--- config.mk ---
export PLATFORM = sky130hd
export DESIGN_NAME = disp_scan_driver_flat
export DESIGN_NICKNAME = d
export VERILOG_FILES = /design/src/rtl/disp_scan_driver_pkg.sv /design/src/rtl/disp_scan_driver_if.sv /design/src/rtl/disp_scan_driver_bcd_to_seg7.sv /design/src/rtl/disp_scan_driver.sv /design/src/flat_wrapper.sv
export SDC_FILE = /design/constraint.sdc
export NUM_CORES = 1
export LEC_CHECK = 0
export CAP_MARGIN = 10
export CORE_ASPECT_RATIO = 0.8
export CORE_UTILIZATION = 48
export CTS_BUF_LIST = sky130_fd_sc_hd__clkbuf_4 sky130_fd_sc_hd__clkbuf_8 sky130_fd_sc_hd__clkbuf_16
export CTS_CLUSTER_SIZE = 28
export DETAILED_ROUTE_END_ITERATION = 8
export PLACE_DENSITY = 0.73
export SLEW_MARGIN = 5
export SYNTH_ARGS = -nofsm -noshare
export SYNTH_HDL_FRONTEND = slang
export SYNTH_HIERARCHICAL = 1
export SYNTH_SLANG_ARGS = --single-unit
--- constraint.sdc ---
create_clock -name clkmain -period 5.4 [get_ports clkmain]
set_input_delay 1.62 -clock clkmain [delete_from_list [all_inputs] [get_ports clkmain]]
set_output_delay 1.62 -clock clkmain [all_outputs]
set_load 0.01 [all_outputs]
--- src/rtl/disp_scan_driver_pkg.sv ---
// Shared constants for the multiplexed six-digit clock display driver:
// digit count and active-low seven-segment patterns ({g,f,e,d,c,b,a}).
package disp_scan_driver_pkg;

    localparam int NUM_DIGITS = 6;

    localparam logic [6:0] SEG_BLANK = 7'h7F;
    localparam logic [6:0] SEG_DASH  = 7'h3F;

    localparam logic [6:0] SEG_0 = 7'h40;
    localparam logic [6:0] SEG_1 = 7'h79;
    localparam logic [6:0] SEG_2 = 7'h24;
    localparam logic [6:0] SEG_3 = 7'h30;
    localparam logic [6:0] SEG_4 = 7'h19;
    localparam logic [6:0] SEG_5 = 7'h12;
    localparam logic [6:0] SEG_6 = 7'h02;
    localparam logic [6:0] SEG_7 = 7'h78;
    localparam logic [6:0] SEG_8 = 7'h00;
    localparam logic [6:0] SEG_9 = 7'h10;

    typedef logic [2:0] digit_idx_t;

endpackage

--- src/rtl/disp_scan_driver_if.sv ---
// Display driver bus: time digits and set-mode controls in, scan outputs out.
// master = the block feeding time data, slave = the scan driver itself.
interface disp_scan_driver_if;
    logic [23:0] digits;
    logic        set_time;
    logic [1:0]  slt_idx;
    logic [5:0]  an;
    logic [6:0]  seg;
    logic        dp;

    modport master (
        output digits, set_time, slt_idx,
        input  an, seg, dp
    );

    modport slave (
        input  digits, set_time, slt_idx,
        output an, seg, dp
    );
endinterface

--- src/rtl/disp_scan_driver_bcd_to_seg7.sv ---
// Combinational BCD to active-low seven-segment decoder; non-decimal
// nibbles render as a dash.
module bcd_to_seg7
    import disp_scan_driver_pkg::*;
(
    input  logic [3:0] bcd,
    output logic [6:0] seg
);

    always_comb begin
        seg = SEG_DASH;
        case (bcd)
            4'd0:    seg = SEG_0;
            4'd1:    seg = SEG_1;
            4'd2:    seg = SEG_2;
            4'd3:    seg = SEG_3;
            4'd4:    seg = SEG_4;
            4'd5:    seg = SEG_5;
            4'd6:    seg = SEG_6;
            4'd7:    seg = SEG_7;
            4'd8:    seg = SEG_8;
            4'd9:    seg = SEG_9;
            default: seg = SEG_DASH;
        endcase
    end

endmodule

--- src/rtl/disp_scan_driver.sv ---
// Time-multiplexed six-digit display scanner with leading-zero blanking and
// set-mode field blinking; all timing derived from clock-enable ticks.
module disp_scan_driver
    import disp_scan_driver_pkg::*;
#(
    parameter int DWELL        = 50000,
    parameter int BLINK_FRAMES = 64
)
(
    input  logic                 clkmain,
    input  logic                 clear,
    disp_scan_driver_if.slave    bus
);

    localparam int DW = $clog2(DWELL);
    localparam int FW = (BLINK_FRAMES > 1) ? $clog2(BLINK_FRAMES) : 1;
    localparam logic [DW-1:0] DWELL_LAST = DW'(DWELL - 1);
    localparam logic [FW-1:0] FRAME_LAST = FW'(BLINK_FRAMES - 1);
    localparam digit_idx_t    IDX_LAST   = 3'(NUM_DIGITS - 1);

    logic [DW-1:0] dwell_reg, dwell_next;
    digit_idx_t    idx_reg, idx_next;
    logic [FW-1:0] frame_reg, frame_next;
    logic          blink_phase_reg, blink_phase_next;
    logic [23:0]   shadow_reg, shadow_next;
    logic          first_reg;
    logic [5:0]    an_reg, an_next;
    logic [6:0]    seg_reg, seg_next;
    logic          dp_reg, dp_next;

    logic          slot_tick, frame_tick;
    logic [5:0]    an_lit;
    logic [3:0]    nib_arr [0:7];
    logic [3:0]    nibble;
    logic [6:0]    dec_seg;
    logic          lz_blank, blink_blank, slot_blank;

    assign slot_tick  = (dwell_reg == DWELL_LAST);
    assign frame_tick = slot_tick && (idx_reg == IDX_LAST);

    // Nibble mux padded to eight entries so any 3-bit index is in range.
    generate
        for (genvar gi = 0; gi < 8; gi++) begin : g_nib
            if (gi < NUM_DIGITS) begin : g_real
                assign nib_arr[gi] = shadow_reg[gi*4 +: 4];
            end else begin : g_pad
                assign nib_arr[gi] = 4'hF;
            end
        end
        for (genvar gi = 0; gi < NUM_DIGITS; gi++) begin : g_an
            assign an_lit[gi] = (idx_reg != 3'(gi));
        end
    endgenerate

    assign nibble = nib_arr[idx_reg];

    bcd_to_seg7 u_dec (
        .bcd (nibble),
        .seg (dec_seg)
    );

    always_comb begin
        dwell_next       = dwell_reg + 1'b1;
        idx_next         = idx_reg;
        frame_next       = frame_reg;
        blink_phase_next = blink_phase_reg;
        shadow_next      = shadow_reg;
        if (slot_tick) begin
            dwell_next = '0;
            idx_next   = (idx_reg == IDX_LAST) ? 3'd0 : idx_reg + 3'd1;
        end
        if (frame_tick) begin
            if (frame_reg == FRAME_LAST) begin
                frame_next       = '0;
                blink_phase_next = ~blink_phase_reg;
            end else begin
                frame_next = frame_reg + 1'b1;
            end
        end
        if (first_reg || frame_tick) begin
            shadow_next = bus.digits;
        end
    end

    assign lz_blank    = (idx_reg == IDX_LAST) && (shadow_reg[23:20] == 4'd0);
    assign blink_blank = bus.set_time && blink_phase_reg && (bus.slt_idx != 2'd3)
                         && (idx_reg[2:1] == bus.slt_idx);
    assign slot_blank  = lz_blank || blink_blank;

    // Outputs stay dark during the capture cycle so the first lit slot
    // always shows freshly captured data.
    always_comb begin
        an_next  = an_lit;
        seg_next = dec_seg;
        dp_next  = !((idx_reg == 3'd2) || (idx_reg == 3'd4));
        if (slot_blank || first_reg) begin
            an_next  = 6'h3F;
            seg_next = SEG_BLANK;
            dp_next  = 1'b1;
        end
    end

    always_ff @(posedge clkmain) begin
        if (clear) begin
            dwell_reg       <= '0;
            idx_reg         <= '0;
            frame_reg       <= '0;
            blink_phase_reg <= 1'b0;
            shadow_reg      <= '0;
            first_reg       <= 1'b1;
            an_reg          <= 6'h3F;
            seg_reg         <= SEG_BLANK;
            dp_reg          <= 1'b1;
        end else begin
            dwell_reg       <= dwell_next;
            idx_reg         <= idx_next;
            frame_reg       <= frame_next;
            blink_phase_reg <= blink_phase_next;
            shadow_reg      <= shadow_next;
            first_reg       <= 1'b0;
            an_reg          <= an_next;
            seg_reg         <= seg_next;
            dp_reg          <= dp_next;
        end
    end

    assign bus.an  = an_reg;
    assign bus.seg = seg_reg;
    assign bus.dp  = dp_reg;

endmodule
--- src/flat_wrapper.sv ---
// flat-port wrapper written by rule: the top's interface ports become plain ports
module disp_scan_driver_flat import disp_scan_driver_pkg::*;
#(
    parameter int DWELL        = 50000,
    parameter int BLINK_FRAMES = 64
)
  (clkmain, clear, bus_digits, bus_set_time, bus_slt_idx, bus_an, bus_seg, bus_dp);
  disp_scan_driver_if bus_i ();
  input  logic clkmain;
  input  logic clear;
  input wire logic [$bits(bus_i.digits)-1:0] bus_digits;
  input wire logic [$bits(bus_i.set_time)-1:0] bus_set_time;
  input wire logic [$bits(bus_i.slt_idx)-1:0] bus_slt_idx;
  output wire logic [$bits(bus_i.an)-1:0] bus_an;
  output wire logic [$bits(bus_i.seg)-1:0] bus_seg;
  output wire logic [$bits(bus_i.dp)-1:0] bus_dp;
  assign bus_i.digits = bus_digits;
  assign bus_i.set_time = bus_set_time;
  assign bus_i.slt_idx = bus_slt_idx;
  assign bus_an = bus_i.an;
  assign bus_seg = bus_i.seg;
  assign bus_dp = bus_i.dp;
  disp_scan_driver #(.DWELL(DWELL), .BLINK_FRAMES(BLINK_FRAMES)) u_core (.clkmain(clkmain), .clear(clear), .bus(bus_i));
endmodule
# Word-level counts from Yosys, hierarchy flattened
# Memory sizes are Yosys's and may differ from the RTL's. A register that Yosys moved wholly into a read port is not among the register bits.
# Index checks and enable logic that the tools add are counted.
# op_classes
addsub	3
magnitude_cmp	1
n_eq_ne	12
muxes	6
bitwise_logic	2
n_reduce_logical	15
# op_table
op	n
16-bit by 1-bit adder with 16-bit output (second input constant)	1
16-bit == test (second input constant)	1
4-bit binary-select mux with 3-bit select	1
4-bit two-way mux	2
6-bit by 1-bit adder with 6-bit output (second input constant)	1
3-bit == test (second input constant)	2
6-bit == test (second input constant)	1
6-bit two-way mux	1
3-bit by 2-bit != test with 1-bit output (second input constant)	2
3-bit != test (second input constant)	2
1-bit logical AND	5
4-bit >= comparator (second input constant)	1
4-bit zero test	1
1-bit logical OR	4
3-bit NOT with 4-bit output	1
2-bit OR reduction	2
3-bit by 1-bit adder with 3-bit output (second input constant)	1
3-bit by 2-bit == test with 1-bit output (second input constant)	1
3-bit two-way mux	1
3-bit by 1-bit != test with 1-bit output (second input constant)	1
3-bit nonzero test	1
2-bit == test	1
2-bit != test (second input constant)	1
2-bit AND reduction	1
3 further kinds	3
# totals
regBits	58
mem_bits_ro	112
out_inout_bits	14
word_cells	48
n_memories	1
# mem_list
name	words	width	read_ports	rd_clocked_by_memory_dff	wr	line	rtl
(name not given)	16	7	1	1	0	disp_scan_driver_bcd_to_seg7.sv:12	case (bcd)

# Logic depth before layout (Yosys ltp)
# logic_depth
depth_word	6
ltp_mapped	9
mapped_depth_nobuf	8

# Modules after synthesis
# Netlist, hierarchy kept.
# modules_own_cells
mod	n_inst	cells_each	area_each_um2	seq_area_each_um2
disp_scan_driver	1	372	3208.1	1301.2
bcd_to_seg7	1	31	240.2	0.0

# Worst setup path before layout
# No wires, ideal clock.
# synth_timing
path_kind	input -> register
from	input port clear
to	register u_core.frame_reg[4]
arrival_ns	2.637
slack_ns	2.662
path_stages	6
n_path_buf	3
path_cell_list	clkbuf_1 inv_1 clkbuf_1 buf_1 o311ai_0 o41ai_1
# synth_lines
element	line	rtl
start: declaration	flat_wrapper.sv:10	input logic clear;
end signal: assignment	disp_scan_driver.sv:117	frame_reg <= frame_next;
end: declaration	disp_scan_driver.sv:23	logic [FW-1:0] frame_reg, frame_next;

# Worst setup path after layout
# layout_timing
from	input port clear
to	register u_core.an_reg[2], in the netlist u_core/bus.an[2]
# layout_between
elab_chain_len	1
# layout_rtl
element	line	rtl
2-bit OR reduction (no source line)	n/a	
end signal: assignment	disp_scan_driver.sv:121	an_reg <= an_next;
end: declaration	disp_scan_driver.sv:27	logic [5:0] an_reg, an_next;
# No other way between the ends.
# A chain may end at the register's enable or synchronous reset.

==> results by stage <==
STA:
- The tightest slew margin relative to the limit is 19.1%.
- The final max-slew violation count is 0.
- The post-route clock period utilization is 58.4%.
- Setup repair after global routing left no endpoint under its margin.
- At the pin with the least slew margin, the transition time is 1210 ps.
- Setup violations remaining at the end of the flow were counted as 0.
- The smallest clock period supported by the final layout is computed as 3160 ps.
- The number of hold-slack violations in the final timing report is 0.
- On the final layout, the worst clock skew is 8.77 ps.
- The total negative setup slack is 0 ps.
- For this run, the top clock speed supported by timing is 0.317 GHz.

Synthesis:
- The synthesized design spends more area on one cell type than any other, namely sky130_fd_sc_hd__dfxtp_1.
- The post-synthesis share of cell area spent on full adders, half adders and majority gates is 2.90%.
- By area, the combinational part of the netlist is dominated by simple AND/OR/NAND/NOR gates.
- The number of synthesized flops with an enable pin is 0.
- The sequential fraction of the synthesis area is 37.7%.
- The number of nets handed over by synthesis was 440.
- The count of different cell masters after synthesis is 54.
- The most used flip-flop cell after synthesis is sky130_fd_sc_hd__dfxtp_1.
- The post-synthesis simple-gate area fraction is 33.6%.
- After synthesis, the cell types taking the most area are sky130_fd_sc_hd__dfxtp_1, sky130_fd_sc_hd__a32oi_1, sky130_fd_sc_hd__nand4_1.
- The synthesized netlist devotes a little under an eighth of its cell area to compound gates.
- After synthesis the cells add up to 0.00345 mm2.
- The multiplexer area fraction after synthesis is 4.68%.
- In the synthesized netlist, the cells that appear most often are sky130_fd_sc_hd__dfxtp_1, sky130_fd_sc_hd__nand2_1, sky130_fd_sc_hd__nand3_1.
- The synthesized design contains 65 register bits.
- The async set-reset flop share out of synthesis is 0%.
- The share of synthesized area in the top cell type comes to 37.7%.
- The dominant cell by count in the synthesized netlist is sky130_fd_sc_hd__dfxtp_1.
- The average footprint of a synthesized cell is 8.56 um2.
- In the synthesized netlist, the number of instances is just over 400.
- The Yosys step of the flow raised 6 warnings.
- The xor-xnor portion of the synthesized cell area is 4.32%.

Global routing:
- The number of antenna violations at the first check in global routing is 0.
- For this run the aggregate overflow at the end of global routing stands at 0.
- The total routing usage reported by global routing is between 20% and 30%.
- The first global-routing pass estimated 13200 um of wire.
- The via count of the first global-routing pass is 2776.
- The maximum number of pins on one net before global-route repair is 54.

CTS:
- The quantity of gates resized following cts is 0.
- The clock tree from TritonCTS is yes.
- The count of hold-fix buffers inserted at cts is 0.
- The number of buffers inserted to repair setup after CTS is 0.
- The deepest level of the CTS H-tree is 3.
- The largest buffer count on any clock path is 2.
- The number of clock buffers inserted by TritonCTS is 9.
- Clock tree synthesis selected as its root buffer the cell sky130_fd_sc_hd__clkbuf_8.
- Clock tree synthesis found a total of 65 sinks.
- The insertion delay to the later sink of the worst-skew pair is roughly 340 ps.
- Clock-pin slew was measured on the worst setup and hold paths at 60 ps.

Pwr:
- Cell internal power was estimated by the tool at roughly 860 uW.
- The net load switching power is 261 uW.
- The switching share of total power is 23.3%.
- The worst IR drop on VDD is 144 uV.
- The leakage dissipation is 1.43 nW.
- Combinational logic burns 11.7% of the power.
- Dividing total power by cell area gives a power density of 273 mW/mm2.
- The power share of the clock group is between 40% and 50%.
- Sequential cells burn around 46% of the power.

Placement:
- The total half-perimeter wirelength after legalization and detailed placement is 4950 um.
- In this run the cell area measured after placement is 0.00386 mm2.
- The congestion estimate from routability-driven global placement came to 0.777.
- The cell count after placement is 502.
- The total of buffers placed on input and output ports is 42.

Worst hold path:
- For hold timing, the worst endpoint is u_core/dwell_reg[0].
- The count of cells along the worst hold path is 1.
- The critical hold path startpoint is u_core/dwell_reg[0].
- The path class of the tightest hold or removal check is flop to flop.

Worst setup path:
- The setup slack on the worst flop-to-flop path is roughly 2500 ps.
- The type of the worst setup path is input port to flop.
- STA classifies the critical path startpoint as an input port.
- In this run the critical register-to-register path is launched from u_core/idx_reg[0].
- The worst register-to-register path ends at u_core/bus.seg[3].
- Along the worst path, the maximum fanout reaches 12.
- For the worst setup path, the data required time is 5610 ps.
- Data on the critical path arrives at its endpoint at about 3400 ps.
- The cell depth of the worst flop-to-flop path is 8.
- The worst setup path is captured at a flop.

Layout:
- The antenna diode instance count is 0.
- The filler-free cell count of the finished design is 518.
- The area of the multi-input gates is 0.00196 mm2.
- Counting the fill cells in the layout gives 611.
- The flip-flop count of the largest register, all copies and words added is 24.
- The final standard cell area without fillers is 0.00409 mm2.
- The layout net count is between 400 and 500.
- The sequential cell area is about 0.0013 mm2.
- The proportion of layout cells with a drive suffix above 1 is under 10%.
- From synthesis to final layout, the design area changed by 18.7%.

Floorplanning:
- The count of standard-cell rows is 27.
- The number of placed I/O pins is 43.
- The overall die height is 77.8 um.
- The horizontal die dimension is 96.8 um.
- After floorplanning, the core was sized to cover between 0.006 and 0.007 mm2.
- The effective utilization at floorplan is 49.8%.
- The die footprint is 0.00753 mm2.

Route:
- The wire length per cell is 15.2 um.
- The final wirelength is 7880 um.
- The number of iterations in the first detailed-routing pass is 4.
- The total DRC errors in the routed layout is 0.
- The remaining antenna violation count after routing is 0.
- The routed layout has 3078 vias.
- Using the TritonRoute via totals, the vias-per-cell ratio works out to 5.94.
- The iteration-0 DRC count of the detailed router is 203.

Run status:
- The run finished with clean final reports.

Flow run:
- The max-cap violation count is 0.
## placed cells by master, fill, tap and decap left out, types with 5 or more instances in the layout
| cell | synthesis | routed |
|---|---|---|
| sky130_fd_sc_hd__inv_1 | 8 | 8 |
| sky130_fd_sc_hd__nand3_1 | 35 | 35 |
| sky130_fd_sc_hd__buf_4 | 1 | 6 |
| sky130_fd_sc_hd__a32oi_1 | 24 | 24 |
| sky130_fd_sc_hd__a21oi_1 | 10 | 10 |
| sky130_fd_sc_hd__or2_2 | 8 | 8 |
| sky130_fd_sc_hd__clkbuf_8 | 0 | 11 |
| sky130_fd_sc_hd__dfxtp_1 | 65 | 65 |
| sky130_fd_sc_hd__ha_1 | 8 | 8 |
| sky130_fd_sc_hd__clkdlybuf4s50_1 | 0 | 42 |
| sky130_fd_sc_hd__nand2_1 | 37 | 37 |
| sky130_fd_sc_hd__xnor2_1 | 13 | 13 |
| sky130_fd_sc_hd__nor3_1 | 5 | 5 |
| sky130_fd_sc_hd__nor2_1 | 29 | 29 |
| sky130_fd_sc_hd__mux2i_1 | 6 | 6 |
| sky130_fd_sc_hd__nor3b_1 | 25 | 25 |
| sky130_fd_sc_hd__nand4_1 | 31 | 31 |
## power groups by stage
stage               Clock (mW)  Sequential, mW  Combinational [mW]
floorplan                    0           0.524              0.0830
global placement             0           0.524               0.127
detailed placement           0           0.525               0.130
CTS                      0.483           0.514               0.131
global route             0.505           0.517               0.144
finish                   0.471           0.515               0.131
## critical path: stages
cell and delay (ps):
sky130_fd_sc_hd__clkdlybuf4s50_1 610, sky130_fd_sc_hd__a211o_1 340, sky130_fd_sc_hd__a31o_1 280, sky130_fd_sc_hd__or4b_1 510
## cell type report
type,instances,share of cell area (%)
clock buffers,11,3.70
clock inverters,5,1.89
inverters,8,0.733
multi-input cells,294,47.9
flip-flops and latches,65,31.8
well taps,87,2.66
repair buffers,48,11.4
## logic make-up (layout without fill, tap and decap cells)
group	Yosys count	after routing
adders and majority gates	8	8
AOI/OAI and AO/OA	52	52
DFF	65	65
muxes	11	11
xor gates and xnor gates	17	17
and+or+nand+nor	206	206
buffers and inverters	44	72
## stage by stage
stage | utilization [%] | setup slack [ps] | hold WS (ps) | power [mW]
after floorplan | - | 2660 | 430 | 0.607
after global placement | 55.8 | 1920 | 450 | 0.651
after detailed placement | 55.8 | 1890 | 462 | 0.655
after CTS | 59.1 | 2260 | 476 | 1.13
after global routing | 59.1 | 2150 | 526 | 1.17
final | 59.1 | 2240 | 472 | 1.12
## metal layers
metal	vias to the layer above	wire length, um	global-route usage, %
li1	1534	-	-
met1	1456	3770	28.0
met2	82	3700	35.3
met3	6	336	5.59
met4	0	65	7.46
met5	-	0	0
## how the worst max path moves through the flow
stage,from,to,cells past startpoint
after floorplan,clear,u_core/frame_reg[4],6
after global placement,clear,u_core/bus.an[2],4
after detailed placement,clear,u_core/bus.an[2],4
after CTS,clear,u_core/bus.an[2],4
after global routing,clear,u_core/bus.an[2],4
final,clear,u_core/bus.an[2],4
No activity file was read; power rests on OpenSTA's default activity.
